[config.mk]
export PLATFORM = sky130hd
export DESIGN_NAME = fb_capture_ctrl
export DESIGN_NICKNAME = d
export VERILOG_FILES = /design/src/rtl/fb_capture_ctrl_pkg.sv /design/src/rtl/cam_sync_edge.sv /design/src/rtl/fb_capture_ctrl.sv
export SDC_FILE = /design/constraint.sdc
export NUM_CORES = 1
export LEC_CHECK = 0
export CORE_ASPECT_RATIO = 1.75
export CORE_MARGIN = 2
export CORE_UTILIZATION = 50
export CTS_CLUSTER_DIAMETER = 40
export DETAILED_ROUTE_END_ITERATION = 10
export GPL_TIMING_DRIVEN = 0
export PLACE_DENSITY_LB_ADDON = 0.1
export SLEW_MARGIN = 5
export SYNTH_ARGS = -nofsm -noshare
export SYNTH_HDL_FRONTEND = slang
export SYNTH_SLANG_ARGS = --single-unit
[constraint.sdc]
create_clock -name clk -period 2.3 [get_ports clk]
set_input_delay 0.345 -clock clk [delete_from_list [all_inputs] [get_ports clk]]
set_output_delay 0.345 -clock clk [all_outputs]
set_load 0.03 [all_outputs]
[src/rtl/fb_capture_ctrl_pkg.sv]
// Shared constants for the 80x60 RGB444 frame buffer write and read paths.
package fb_capture_ctrl_pkg;

  localparam int unsigned c_img_cols    = 80;
  localparam int unsigned c_img_rows    = 60;
  localparam int unsigned c_img_pxls    = c_img_cols * c_img_rows;
  localparam int unsigned c_nb_img_pxls = 13;

  localparam int unsigned c_nb_buf_red   = 4;
  localparam int unsigned c_nb_buf_green = 4;
  localparam int unsigned c_nb_buf_blue  = 4;
  localparam int unsigned c_nb_buf       = c_nb_buf_red + c_nb_buf_green + c_nb_buf_blue;

endpackage

[src/rtl/cam_sync_edge.sv]
// Registers camera vsync/href once and flags their edges against the registered copy.
module cam_sync_edge (
  input  logic clk_i,
  input  logic rst_ni,
  input  logic vsync_i,
  input  logic href_i,
  output logic href_o,
  output logic vsync_rise_o,
  output logic vsync_fall_o,
  output logic href_rise_o,
  output logic href_fall_o
);

  logic vsync_q;
  logic href_q;

  always_ff @(posedge clk_i or negedge rst_ni) begin
    if (!rst_ni) begin
      vsync_q <= 1'b0;
      href_q  <= 1'b0;
    end else begin
      vsync_q <= vsync_i;
      href_q  <= href_i;
    end
  end

  // Edge strobes fire in the cycle the input differs from its registered copy, so
  // the line is still seen as active (href_o=1) during its own falling-edge cycle.
  always_comb begin
    href_o       = href_q;
    vsync_rise_o = vsync_i & ~vsync_q;
    vsync_fall_o = ~vsync_i & vsync_q;
    href_rise_o  = href_i & ~href_q;
    href_fall_o  = ~href_i & href_q;
  end

endmodule

[src/rtl/fb_capture_ctrl.sv]
// Frame buffer write sequencer: arms on request, captures one or every frame from
// the camera stream into linear addresses 0..c_img_pxls-1.
module fb_capture_ctrl
  import fb_capture_ctrl_pkg::*;
(
  input  logic                     clk,
  input  logic                     rst_n,
  input  logic                     cam_vsync,
  input  logic                     cam_href,
  input  logic                     cam_pxl_vld,
  input  logic [c_nb_buf-1:0]      cam_pxl,
  input  logic                     cont,
  input  logic                     cap_req,
  output logic                     cap_busy,
  output logic                     frame_done,
  output logic                     frame_err,
  output logic                     fb_wea,
  output logic [c_nb_img_pxls-1:0] fb_addra,
  output logic [c_nb_buf-1:0]      fb_dina,
  output logic [7:0]               frame_cnt
);

  typedef enum logic [1:0] {StIdle, StArmed, StCapture} state_e;

  localparam int unsigned NbCol = 7;
  localparam int unsigned NbRow = 6;
  localparam logic [NbCol-1:0]         ColEnd   = NbCol'(c_img_cols);
  localparam logic [NbCol-1:0]         ColSat   = NbCol'(c_img_cols + 1);
  localparam logic [NbRow-1:0]         RowEnd   = NbRow'(c_img_rows);
  localparam logic [NbRow-1:0]         RowSat   = NbRow'(c_img_rows + 1);
  localparam logic [c_nb_img_pxls-1:0] AddrLast = c_nb_img_pxls'(c_img_pxls - 1);

  logic href_q, vsync_rise, vsync_fall, href_rise, href_fall;

  cam_sync_edge u_sync (
    .clk_i        (clk),
    .rst_ni       (rst_n),
    .vsync_i      (cam_vsync),
    .href_i       (cam_href),
    .href_o       (href_q),
    .vsync_rise_o (vsync_rise),
    .vsync_fall_o (vsync_fall),
    .href_rise_o  (href_rise),
    .href_fall_o  (href_fall)
  );

  state_e                   state_q;
  logic [NbCol-1:0]         col_q, col_d;
  logic [NbRow-1:0]         row_q, row_d;
  logic [c_nb_img_pxls-1:0] addr_q;
  logic                     line_err_q, ovr_q;
  logic                     cap_busy_q, frame_done_q, frame_err_q, fb_wea_q;
  logic [c_nb_img_pxls-1:0] fb_addra_q;
  logic [c_nb_buf-1:0]      fb_dina_q;
  logic [7:0]               frame_cnt_q;

  logic pix_vld, pix_wr, pix_ovr, line_bad, frame_bad;

  always_comb begin
    pix_vld = (state_q == StCapture) && cam_pxl_vld && href_q;
    pix_wr  = pix_vld && (col_q < ColEnd) && (row_q < RowEnd);
    pix_ovr = pix_vld && !((col_q < ColEnd) && (row_q < RowEnd));
    col_d   = col_q;
    if (pix_vld && (col_q != ColSat)) col_d = col_q + 1'b1;
    // col_d already includes a pixel landing on the href falling-edge cycle
    line_bad = href_fall && (col_d != ColEnd);
    row_d    = row_q;
    if (href_fall && (row_q != RowSat)) row_d = row_q + 1'b1;
    frame_bad = (row_d != RowEnd) || line_err_q || line_bad || ovr_q || pix_ovr;
  end

  always_ff @(posedge clk or negedge rst_n) begin
    if (!rst_n) begin
      state_q      <= StIdle;
      col_q        <= '0;
      row_q        <= '0;
      addr_q       <= '0;
      line_err_q   <= 1'b0;
      ovr_q        <= 1'b0;
      cap_busy_q   <= 1'b0;
      frame_done_q <= 1'b0;
      frame_err_q  <= 1'b0;
      fb_wea_q     <= 1'b0;
      fb_addra_q   <= '0;
      fb_dina_q    <= '0;
      frame_cnt_q  <= '0;
    end else begin
      fb_wea_q     <= 1'b0;
      frame_done_q <= 1'b0;
      unique case (state_q)
        StIdle: begin
          if (cap_req || cont) begin
            state_q     <= StArmed;
            cap_busy_q  <= 1'b1;
            frame_err_q <= 1'b0;
          end
        end
        StArmed: begin
          if (vsync_fall) begin
            col_q      <= '0;
            row_q      <= '0;
            addr_q     <= '0;
            line_err_q <= 1'b0;
            ovr_q      <= 1'b0;
            state_q    <= StCapture;
          end
        end
        StCapture: begin
          if (pix_wr) begin
            fb_wea_q   <= 1'b1;
            fb_addra_q <= addr_q;
            fb_dina_q  <= cam_pxl;
            if (addr_q != AddrLast) addr_q <= addr_q + 1'b1;
          end
          if (pix_ovr)  ovr_q      <= 1'b1;
          if (line_bad) line_err_q <= 1'b1;
          if (href_fall) begin
            col_q <= '0;
            row_q <= row_d;
          end else if (href_rise) begin
            col_q <= '0;
          end else begin
            col_q <= col_d;
          end
          if (vsync_rise) begin
            frame_err_q  <= frame_bad;
            frame_done_q <= 1'b1;
            frame_cnt_q  <= frame_cnt_q + 8'd1;
            if (cont) begin
              state_q <= StArmed;
            end else begin
              state_q    <= StIdle;
              cap_busy_q <= 1'b0;
            end
          end
        end
        default: state_q <= StIdle;
      endcase
    end
  end

  always_comb begin
    cap_busy   = cap_busy_q;
    frame_done = frame_done_q;
    frame_err  = frame_err_q;
    fb_wea     = fb_wea_q;
    fb_addra   = fb_addra_q;
    fb_dina    = fb_dina_q;
    frame_cnt  = frame_cnt_q;
  end

endmodule

======== After elaboration in Yosys (flattened, before gate mapping) ========
Cells that the tools add are included.
W data, S select, Z words.
word-level totals
  output and inout bits ................... 37
  input bits .............................. 19
  bits in writable memories ............... 0
  register bits ........................... 69
  word-level logic and storage cells ...... 107
  memories kept ........................... 0
  ROM bits ................................ 0
  bits in latches ......................... 0
operators by class
  muxes and demuxes ....................... 34
  $add $sub $neg .......................... 4
  multipliers ............................. 0
  bitwise gates (word level) .............. 8
  shift-type cells ........................ 0
  reductions and logical operators ........ 28
  order comparisons ....................... 2
  eq/ne operators ......................... 16
  div/mod/pow operators ................... 0
operators by type and width
  kind                     number
  $mux W13                 3
  $mux W7                  4
  $pmux W13 S2             1
  $mux W6                  3
  $reduce_and A3 Y1        5
  $ne A7 B7 Y1 const B     2
  $pmux W7 S2              1
  $add A13 B1 Y13 const B  1
  $mux W1                  13
  $ne A13 B13 Y1 const B   1
  $ne A2 B2 Y1 const B     6
  $ne A6 B6 Y1 const B     2
  $pmux W6 S2              1
  $logic_and A1 B1 Y1      9
  $add A8 B1 Y8 const B    1
  $pmux W1 S2              4
  $reduce_and A4 Y1        2
  $add A7 B1 Y7 const B    1
  $lt A7 B7 Y1 const B     1
  $add A6 B1 Y6 const B    1
  $lt A6 B6 Y1 const B     1
  $mux W2                  3
  $ne A2 B1 Y1 const B     3
  $pmux W2 S3              1
  9 further kinds          22

======== Logic depth before layout (Yosys ltp) ========
Gate-level depths: netlist of run 1.
  depth after elaboration ................. 12
  gate-level depth with buffers ........... 9
  depth with buffers taken out ............ 7

======== Modules after synthesis ========
A second synthesis of run 1 with hierarchy kept.
unflattened totals
  cell total of the unflattened synthesis .. 377
  area total of the unflattened synthesis .. 3455.8 sq um
modules (own cells, without submodules)
  module           area an instance (sq um)  sequential area each (sq um)  cells an instance  instances
  fb_capture_ctrl  3370.7                    1676.6                        371                1
  cam_sync_edge    85.1                      50.0                          6                  1

======== Least setup slack after synthesis of run 1 ========
No wires, ideal clock.
  kind .................................... reg-to-reg
  start point ............................. register col_q[5]
  end point ............................... register frame_err_q (netlist: frame_err)
  setup time .............................. 0.124 ns
  stages on the path, launching flop included .. 7
  path buffers ............................ 0
  required time ........................... 2.176 ns
  slack ................................... 0.380 ns
  data arrival time ....................... 1.797 ns
  clock period less this slack ............ 1.920 ns
  path through ............................ dfrtp_1 > and2b_4 > a41oi_4 > or4_1 > a22oi_1 > o2111ai_1 > a211o_1
on the way
  word-level cells in the longest chain between the ends .. 10
  elaborated cells between the ends (all ways) .. 15
  those cells by class .................... 1 x add/sub; 1 x order compare; 2 x eq/ne; 3 x mux; 8 x reduce/logical
RTL lines
  what                                                   RTL line                source
  start, declared                                        fb_capture_ctrl.sv:48   logic [NbCol-1:0] col_q, col_d;
  start signal, assigned                                 fb_capture_ctrl.sv:123  col_q <= col_d;
  branches (longest 7 deep; another with $add A7 B1 Y7)  -
  $logic_or A1 B1 Y1 *                                   fb_capture_ctrl.sv:69   frame_bad = (row_d != RowEnd) || line_err_q || line_bad || ovr_q || pix_ovr;
  $mux W1 *                                              fb_capture_ctrl.sv:125  if (vsync_rise) begin
  $pmux W1 S2 *                                          fb_capture_ctrl.sv:90   unique case (state_q)
  end signal, assigned                                   fb_capture_ctrl.sv:126  frame_err_q <= frame_bad;
  end, declared                                          fb_capture_ctrl.sv:52   logic cap_busy_q, frame_done_q, frame_err_q, fb_wea_q;
Every way passes the cells marked *. The select of a mux whose other input is x is not followed.
A chain may end at the register's enable or synchronous reset.

======== Final worst setup path of run 1 ========
  start point ............................. input port cam_href
  end point ............................... register frame_err_q (netlist: frame_err)
on the way
  word-level cells in the longest chain between the ends .. 11
  elaborated cells between the ends (all ways) .. 12
  those cells by class .................... 1 x eq/ne; 3 x mux; 2 x bitwise; 6 x reduce/logical
RTL lines
  what                               RTL line                source
  start, declared                    fb_capture_ctrl.sv:9    input logic cam_href,
  $not A1 Y1 *                       cam_sync_edge.sv:34     href_fall_o = ~href_i & href_q;
  $and A1 B1 Y1 *                    cam_sync_edge.sv:34
  $logic_and A1 B1 Y1                fb_capture_ctrl.sv:68   if (href_fall && (row_q != RowSat)) row_d = row_q + 1'b1;
  $mux W6                            fb_capture_ctrl.sv:68
  $ne A6 B6 Y1                       fb_capture_ctrl.sv:69
  $logic_or A1 B1 Y1                 fb_capture_ctrl.sv:69
  $logic_or A1 B1 Y1 * (3 in a row)  fb_capture_ctrl.sv:69
  $mux W1 *                          fb_capture_ctrl.sv:125
  $pmux W1 S2 *                      fb_capture_ctrl.sv:90
Every way passes the cells marked *; elsewhere a longest branch is shown, timed or not. The select of a mux whose other input is x is not followed.

==> results of run 1 <==
-- where the power goes --
part	leakage [nW]	switching, W	internal (W)
logic	0.908	0.000644	0.000466
clock network	0.158	0.000502	0.000975
registers	0.932	0.000119	0.00140
total	2.00	0.00127	0.00284
-- worst reg2reg max path, stage by stage (launching register included) --
cell and delay, ns:
dfrtp_1 0.44, and2b_4 0.29, a41oi_4 0.14, or4_1 0.41
a22oi_1 0.27, o2111ai_1 0.16, a211o_1 0.32
-- final cells by class --
cell class | instances | area share, %
buffer | 14 | 1.70
clock buffer | 10 | 5.50
clock inverter | 6 | 1.99
inverter | 6 | 0.519
multi-input combinational | 265 | 34.7
sequential | 69 | 39.8
tap | 82 | 2.36
timing repair buffer | 57 | 13.5
-- sequential cells by signal, indices dropped and copies added, names as in the netlist, 2 cells and up --
| name | cells |
|---|---|
| addr_q | 13 |
| fb_addra | 13 |
| fb_dina | 12 |
| frame_cnt | 8 |
| col_q | 7 |
| row_q | 6 |
| state_q | 2 |
-- cell usage in the layout, fill, tap and decap left out, types with 5 or more instances in the layout --
master / synthesis / layout
a21oi_1: 13 / 13
clkbuf_1: 8 / 5
clkbuf_16: 0 / 9
clkdlybuf4s50_1: 0 / 54
dfrtp_1: 69 / 69
ha_1: 6 / 6
inv_1: 6 / 6
nand2_1: 96 / 96
nand3_1: 16 / 16
nand4_1: 5 / 5
nor2_1: 25 / 25
nor3_1: 7 / 7
o21ai_0: 16 / 16
xnor2_1: 9 / 9
xor2_1: 9 / 9
-- timing repair --
item / 4_1_cts / 5_1_grt
hold buffers: 1 / 0
hold endpoints to repair: 10 / 0
buffers inserted: 0 / 0
gates resized for setup: 0 / 3
endpoints found under the setup margin: 0 / 11
-- cell families after synthesis --
kind of cell               after synthesis  synth area share, %
adders and majority gates                6                 2.25
muxes                                    4                 1.31
DFF                                     69                 51.8
buffers and inverters                   21                 2.97
AOI/OAI and AO/OA                       58                 12.1
xor gates and xnor gates                18                 4.73
and+or+nand+nor                        179                 24.8
-- metrics by stage --
stage	area, um^2	hold slack (ns)
after floorplan	3330	0.0494
after global placement	3990	0.456
after detailed placement	4010	0.202
after CTS	4350	0.394
after global routing	4340	0.407
final	4340	0.403
-- worst paths after layout --
check / cells past startpoint / to / slack, ns
worst max-delay path: 7 / frame_err / 0.15
worst max register to register: 6 / frame_err / 0.16
worst min-delay path: 2 / fb_addra[7] / 0.40
min in group clk: 1 / frame_cnt[7] / 0.46
max in group asynchronous: 3 / u_sync.href_o / 1.37
worst min register to register: 1 / frame_cnt[7] / 0.46
-- metal layers --
| layer | up-vias | GRT usage (%) | share of wire, % |
|---|---|---|---|
| li1 | 1362 | - | - |
| met2 | 68 | 35.2 | 53 |
| met4 | 0 | 11.0 | 2.2 |
| met1 | 1286 | 25.1 | 41 |
| met3 | 13 | 4.65 | 4.4 |
| met5 | - | 0 | 0 |
==> impl_metrics.yaml, run 1 <==
outcome:
  status: "complete, no violations"
logic_synthesis:
  yosysTopAreaCell: "dfrtp_1"
  syn_area_um2: 3330
  yosysWarnings: 0
  ys_types: 58
  syn_avg_cell_area_um2: 9.39
  synth_seq_area_share_pct: 51.8
  async_reset_ff_share_pct: 100
  synthCells: 355
  synth_edf_count: 0
  synthFlopType: "dfrtp_1"
  synth_area_leaders: "dfrtp_1 (52%), nand2_1 (11%), nor2_1 (2.8%)"
  yosysMostFrequentCell: "nand2_1"
  synth_common_cells: "nand2_1 (96), dfrtp_1 (69), nor2_1 (25), nand3_1 (16), o21ai_0 (16)"
  yosysTopAreaCellShare_pct: 51.8
  syn-num-nets: 380
  yosys_register_bits: 69
floorplanning:
  fp.dieH_um: 112
  die-width_um: 65.7
  start_util_pct: 51.3
  rows: 39
  fp.dieArea_um2: 7360
  design.portCount: 56
  core_um2: 6490
layout:
  ff_latch_area_um2: 1730
  drive_gt1_share_pct: 10.1
  multi_input_area_um2: 1510
  final_cell_count_no_fill: 509
  nFillCells: 520
  nNetsFinal: 447
  syn_to_final_growth_pct: 30.3
  utilization_pct: 66.9
  n_antenna_cell: 0
worst_setup_path:
  crit_path_start: "cam_href"
  r2r-start: "col_q[5]"
  path_cells: "clkdlybuf4s50_1 -> nand2b_1 -> a21oi_2 -> or3_2 -> a21oi_1 -> o2111ai_1 -> a211o_1"
  cp_slowest_cell: "clkdlybuf4s50_1"
  worstSetupEndpointType: "flip-flop"
  crit_family: "compound AO/OA/AOI/OAI gates"
  start_kind: "input pin"
  arrival_ns: 2.37
  critical_path_class: "in2reg"
  worst-path-max-fanout: 6
  worstPathRequired_ns: 2.51
  slowest_delay_ns: 0.52
  critPathBufInv: 1
cts:
  cts_tree: "yes"
  cts-root-buf: "clkbuf_16"
  ctsLongestPathBuffers: 2
  htreeDepth: 3
  clkLatencyLatePin_ns: 0.33
  clkSinkCount: 69
  cts_buffers: 9
  clk_pin_slew_ns: 0.05
sta:
  finalWorstSetupSlack_ns: 0.147
  timing.final.crit_share_pct: 93.6
  report.final.hold_viol_count: 0
  skew_ns: 0.00405
  tightest_slew_ns: 0.791
  min_period_ns: 2.15
  setup_tns_ns: 0
  rsz0062_at_grt: "false"
  finalMaxSlewViolations: 0
  setup_viol: 0
  fmax_mhz: 464
  max-slew-margin-rel_pct: 47.1
global_routing:
  grt_start_max_net_pins: 60
  grt_overflow: 0
  grt_pass1_vias: 2709
  antenna_found_initial: 0
  grt_pass1_wl_um: 12000
  track_usage_pct: 21.2
drt:
  post-route-drc-count: 0
  post_drt_wl_per_cell_um: 13.7
  ant_nets: 0
  routed-via-count: 2729
  vias_per_cell: 5.36
  totalWireLength_um: 6980
  dr.first_iter.drc_count: 170
  dr.pass1.iters: 4
min_path:
  hold_path.class: "in2async"
power:
  p_leak_nw: 2.00
  p_total_w: 0.00410
  ir_drop_v: 0.000706
  power_density_nw_per_um2: 945
placed_design:
  place_congestion: 0.906
  dp_cells: 493
  port_buffers: 55
  place_ws_ns: -0.140
  hpwlAfterDp_um: 4910
job:
  drv_cap: 0
Power figures use the tool's default switching activity.
==> inputs of run 2 (changes only) <==
SETUP_SLACK_MARGIN = 0.3   (was default)
SYNTH_HIERARCHICAL = 1   (was default)
==> run 2 against run 1 <==
Against the previous run: sequential power fell by 3%; clock power barely moved; worst setup slack improved by 0.17 ns; fmax rose by 8.7%; sequential cell count did not move; total power fell by 0.67%; via count rose by 9.8%; cell area rose by 8.3%; highest routed layer unchanged.
==> impl_metrics.yaml, run 2 <==
logic_synthesis:
  async_reset_ff_share_pct: 100
  syn-num-nets: 402
  yosysMostFrequentCell: "nand2_1"
  syn_avg_cell_area_um2: 9.17
  yosysTopAreaCell: "dfrtp_1"
  yosysWarnings: 6
  synth_edf_count: 0
  ys_types: 59
  yosysTopAreaCellShare_pct: 50.0
  syn_area_um2: 3460
  synth_seq_area_share_pct: 50.0
  synthFlopType: "dfrtp_1"
  synthCells: 377
  yosys_register_bits: 69
  synth_common_cells: "nand2_1 (99), dfrtp_1 (69), nor2_1 (29), o21ai_0 (17), nand3_1 (16)"
  synth_area_leaders: "dfrtp_1 (50%), nand2_1 (11%), nor2_1 (3.1%)"
worst_setup_path:
  worstSetupEndpointType: "flip-flop"
  path_cells: "clkbuf_2 -> and3_4 -> and3_1 -> a2111o_1 -> a2111oi_4 -> o211ai_1"
  cp_slowest_cell: "a2111o_1"
  worst-path-max-fanout: 10
  arrival_ns: 2.18
  slowest_delay_ns: 0.45
  worstPathRequired_ns: 2.50
  start_kind: "flip-flop"
  critical_path_class: "reg2reg"
global_routing:
  grt_overflow: 0
  grt_start_max_net_pins: 60
  track_usage_pct: 21.9
  grt_pass1_wl_um: 12700
  grt_pass1_vias: 2905
  antenna_found_initial: 0
sta:
  skew_ns: 0.00398
  max-slew-margin-rel_pct: 57.3
  fmax_mhz: 505
  finalWorstSetupSlack_ns: 0.319
  report.final.hold_viol_count: 0
  setup_tns_ns: 0
  timing.final.crit_share_pct: 86.1
  setup_viol: 0
  finalMaxSlewViolations: 0
  rsz0062_at_grt: "true"
  tightest_slew_ns: 0.640
  min_period_ns: 1.98
cts:
  clkSinkCount: 69
  cts_tree: "yes"
  cts_buffers: 9
  ctsLongestPathBuffers: 2
  clk_pin_slew_ns: 0.05
  cts-root-buf: "clkbuf_16"
  clkLatencyLatePin_ns: 0.33
  htreeDepth: 3
drt:
  routed-via-count: 2996
  post_drt_wl_per_cell_um: 14.5
  post-route-drc-count: 0
  dr.first_iter.drc_count: 131
  vias_per_cell: 5.47
  dr.pass1.iters: 4
  totalWireLength_um: 7950
  ant_nets: 0
power:
  p_seq_share_pct: 36.3
  switching_share_pct: 30.5
  ir_drop_v: 0.000635
  power_density_nw_per_um2: 866
  p_leak_nw: 2.16
  pwr-share-comb_pct: 27.0
  p_total_w: 0.00408
  power.internal_w: 0.00283
  switchingPower_w: 0.00124
  pwr-share-clk_pct: 36.7
layout:
  nFillCells: 549
  drive_gt1_share_pct: 16.2
  utilization_pct: 69.6
  nNetsFinal: 484
  final_cell_mix: "nand2_1 (99), dfrtp_1 (67), clkdlybuf4s50_1 (53), nor2_1 (28)"
  syn_to_final_growth_pct: 36.1
  n_antenna_cell: 0
  mostFrequentLayoutCell: "nand2_1"
  final_cell_count_no_fill: 548
floorplanning:
  rows: 40
  core_um2: 6760
  start_util_pct: 51.1
  fp.dieH_um: 114
  fp.dieArea_um2: 7620
  die-width_um: 66.8
  design.portCount: 56
placed_design:
  port_buffers: 55
  place_ws_ns: -0.566
  dp_cells: 517
  place_congestion: 0.755
  hpwlAfterDp_um: 5310
job:
  drv_cap: 0
min_path:
  hold_path.class: "in2reg"
outcome:
  status: "complete, no violations"
run 2: changes by cell type in the layout (fill, tap and decap cells not counted), moves of 4 or more:
cell,before,now
clkbuf_2,1,5
buf_4,1,17
nor3_1,7,1
a41o_1,1,5
a31oi_1,1,5
run 2: cell type report:
type	count	area [um^2]	area share, %
buffer	19	103	2.18
clock buffer	12	256	5.45
timing repair buffer	70	686	14.6
multi-input combinational	282	1720	36.6
inverter	8	35.0	0.745
clock inverter	4	70.1	1.49
tap	84	105	2.23
sequential	69	1730	36.8
run 2: power groups by stage:
stage | Sequential (W) | Combinational [W] | Clock (W)
floorplan | 0.00175 | 0.000350 | 0
global placement | 0.00150 | 0.000998 | 0
detailed placement | 0.00150 | 0.00102 | 0
CTS | 0.00148 | 0.00108 | 0.00152
global route | 0.00150 | 0.00119 | 0.00156
finish | 0.00148 | 0.00110 | 0.00149
run 2: logic make-up (layout without fill, tap and decap cells):
kind of cell             after synthesis  after routing  synth area share [%]
AND/OR/NAND/NOR                      189            189                  26.2
multiplexers                           4              4                  1.19
adder cells (fa/ha/maj)                6              6                  2.17
AO/OA/AOI/OAI                         69             70                  13.8
buffers and inverters                 27            113                  3.33
XOR/XNOR                              13             13                  3.29
flip-flops                            69             69                  50.0
run 2: metrics by stage:
step                hold slack, ns  cell area, um^2
detailed placement           0.200             4140
global placement             0.457             4110
finish                       0.171             4700
CTS                          0.395             4540
global route                 0.183             4700
floorplan                   0.0494             3460
run 2: final timing paths:
path / cells after the start / from / to / slack, ns
setup / recovery: 6 / row_q[2] / frame_err / 0.32
hold / removal: 1 / cam_href / u_sync/href_o / 0.17
setup reg to reg: 6 / row_q[2] / frame_err / 0.32
hold reg to reg: 2 / fb_addra[5] / fb_addra[5] / 0.47
max in group asynchronous: 3 / rst_n / addr_q[7] / 1.37
min in group asynchronous: 2 / rst_n / fb_dina[6] / 0.40
run 2: layer usage:
layer | track usage (%) | share of wire (%)
met5 | 0 | 0
met4 | 9.93 | 2.0
met3 | 5.82 | 3.8
met2 | 39.0 | 54
met1 | 23.3 | 40
run 2: what timing repair did:
action / 4_1_cts / 5_1_grt
hold buffers: 1 / 0
endpoints found under the hold margin: 10 / 0
pin swaps: 1 / 6
setup buffers: 4 / 9
gates cloned: 1 / 0
resized for setup: 11 / 32
endpoints found under the setup margin: 23 / 23
run 2: worst max-delay path: cells and delay by family, from the launching register on:
family / cells / cell delay (ns)
DFF: 1 / 0.35
buffers and inverters: 1 / 0.17
and+or+nand+nor: 2 / 0.40
AOI/OAI and AO/OA: 3 / 0.92
==> inputs of run 3 (changes only) <==
GPL_TIMING_DRIVEN = default   (was 0)
==> run 3 against run 2 <==
Against the previous run: total power down 7.7%; via count down 2.7%; combinational power down 9%; fmax down 3.2%; largest cell class unchanged; routed wire length down 2.8%; worst hold slack worse by 0.15 ns; die area unchanged.
==> impl_metrics.yaml, run 3 (synthesis gave the netlist of run 2 again) <==
worst_setup_path:
  worstSetupEndpointType: "flip-flop"
  arrival_ns: 2.31
  worst-path-max-fanout: 7
  crit_path_start: "addr_q[10]"
  start_kind: "flip-flop"
  critical_path_class: "reg2reg"
  r2r-start: "addr_q[10]"
  worstPathRequired_ns: 2.56
layout:
  mostFrequentLayoutCell: "nand2_1"
  syn_to_final_growth_pct: 30.0
  utilization_pct: 66.5
  final_cell_mix: "nand2_1 (99), dfrtp_1 (67), clkdlybuf4s50_1 (54), nor2_1 (29), o21ai_0 (17)"
  nNetsFinal: 466
  drive_gt1_share_pct: 12.2
  n_antenna_cell: 0
cts:
  cts_tree: "yes"
  ctsLongestPathBuffers: 2
  hold_buffers: 0
  clk_pin_slew_ns: 0.05
  clkLatencyLatePin_ns: 0.33
  htreeDepth: 3
  cts_buffers: 9
  cts-root-buf: "clkbuf_16"
  clkSinkCount: 69
floorplanning:
  fp.dieArea_um2: 7620
  design.portCount: 56
  start_util_pct: 51.1
  die-width_um: 66.8
  rows: 40
  core_um2: 6760
  fp.dieH_um: 114
outcome:
  status: "complete, no violations"
sta:
  min_period_ns: 2.05
  max-slew-margin-rel_pct: 72.4
  rsz0062_at_grt: "true"
  finalMaxSlewViolations: 0
  setup_tns_ns: 0
  timing.final.crit_share_pct: 89.0
  tightest_slew_ns: 0.412
  fmax_mhz: 489
  setup_viol: 0
  skew_ns: 0.00408
  report.final.hold_viol_count: 0
power:
  pwr-share-comb_pct: 26.7
  switching_share_pct: 31.5
  ir_drop_v: 0.000726
  p_seq_share_pct: 40.3
  power_density_nw_per_um2: 838
  power.internal_w: 0.00258
  p_leak_nw: 2.06
  switchingPower_w: 0.00119
  pwr-share-clk_pct: 33.0
drt:
  post_drt_wl_per_cell_um: 14.6
  ant_nets: 0
  totalWireLength_um: 7740
  dr.pass1.iters: 4
  vias_per_cell: 5.52
  dr.first_iter.drc_count: 154
  routed-via-count: 2916
  post-route-drc-count: 0
global_routing:
  grt_pass1_vias: 2712
  track_usage_pct: 21.7
  antenna_found_initial: 0
  grt_start_max_net_pins: 70
  grt_overflow: 0
  grt_pass1_wl_um: 12500
placed_design:
  hpwlAfterDp_um: 5210
  place_congestion: 0.805
  port_buffers: 55
min_path:
  hold_path.class: "in2async"
job:
  drv_cap: 0
run 3: changes by cell type in the layout (fill, tap and decap cells not counted), sizes merged:
cell / before / now
buf: 24 / 17
bufinv: 2 / 0
clkinvlp: 0 / 1
clkdlybuf4s50: 53 / 54
dlygate4sd3: 1 / 0
clkbuf: 22 / 13
clkinv: 2 / 0
dlymetal6s2s: 1 / 0
run 3: timing repair:
| action | 4_1_cts | 5_1_grt |
|---|---|---|
| endpoints found under the setup margin | 11 | 9 |
| resized for setup | 1 | 9 |
| setup buffers | 0 | 5 |
| pin swaps | 1 | 8 |
| gates cloned | 0 | 1 |
run 3: worst paths after layout:
path,slack (ns),end,depth (start not counted)
max reg2reg,0.25,addr_q[7],5
min reg2reg,0.47,fb_dina[6],2
min,0.02,fb_dina[6],2
max,0.25,addr_q[7],5
max in group asynchronous,1.96,addr_q[8],2
min in group clk,0.47,fb_dina[6],2
run 3: power groups by stage:
stage / Sequential, W / Combinational [W] / Clock [W]
global placement: 0.00153 / 0.000979 / 0
detailed placement: 0.00154 / 0.000990 / 0
global route: 0.00154 / 0.00109 / 0.00133
CTS: 0.00152 / 0.000994 / 0.00128
floorplan: 0.00175 / 0.000350 / 0
finish: 0.00152 / 0.00100 / 0.00124
run 3: critical path, cell delays in order, from the launching register on:
cell     delay [ns]
dfrtp_1        0.40
or3b_1         0.40
or4_4          0.64
a21o_4         0.27
a31oi_1        0.18
a41o_1         0.11
run 3: final cells by class:
type	count	area, um^2
tap	84	105
inverter	8	30.0
fill	566	2260
sequential	69	1730
timing repair buffer	71	703
clock inverter	1	7.51
multi-input combinational	282	1660
clock buffer	13	260
run 3: routing by layer:
metal,vias to the layer above,track usage [%],part of all wire [%]
met1,1394,25.5,42
met3,13,4.93,3.9
met2,78,36.7,52
met4,0,10.3,1.7
li1,1431,-,-
met5,-,0,0
run 3: per-stage QoR:
stage,worst slack (ns),hold slack (ns),cells,total power (W),area (um^2)
3_3_place_gp,-0.0185,0.400,508,0.00251,4140
4_1_cts,0.310,0.0425,522,0.00379,4410
5_1_grt,0.212,0.0605,528,0.00396,4490
6_report,0.254,0.0250,528,0.00376,4490
2_1_floorplan,0.446,0.0494,377,0.00210,3460
3_5_place_dp,-0.0444,0.399,508,0.00253,4140
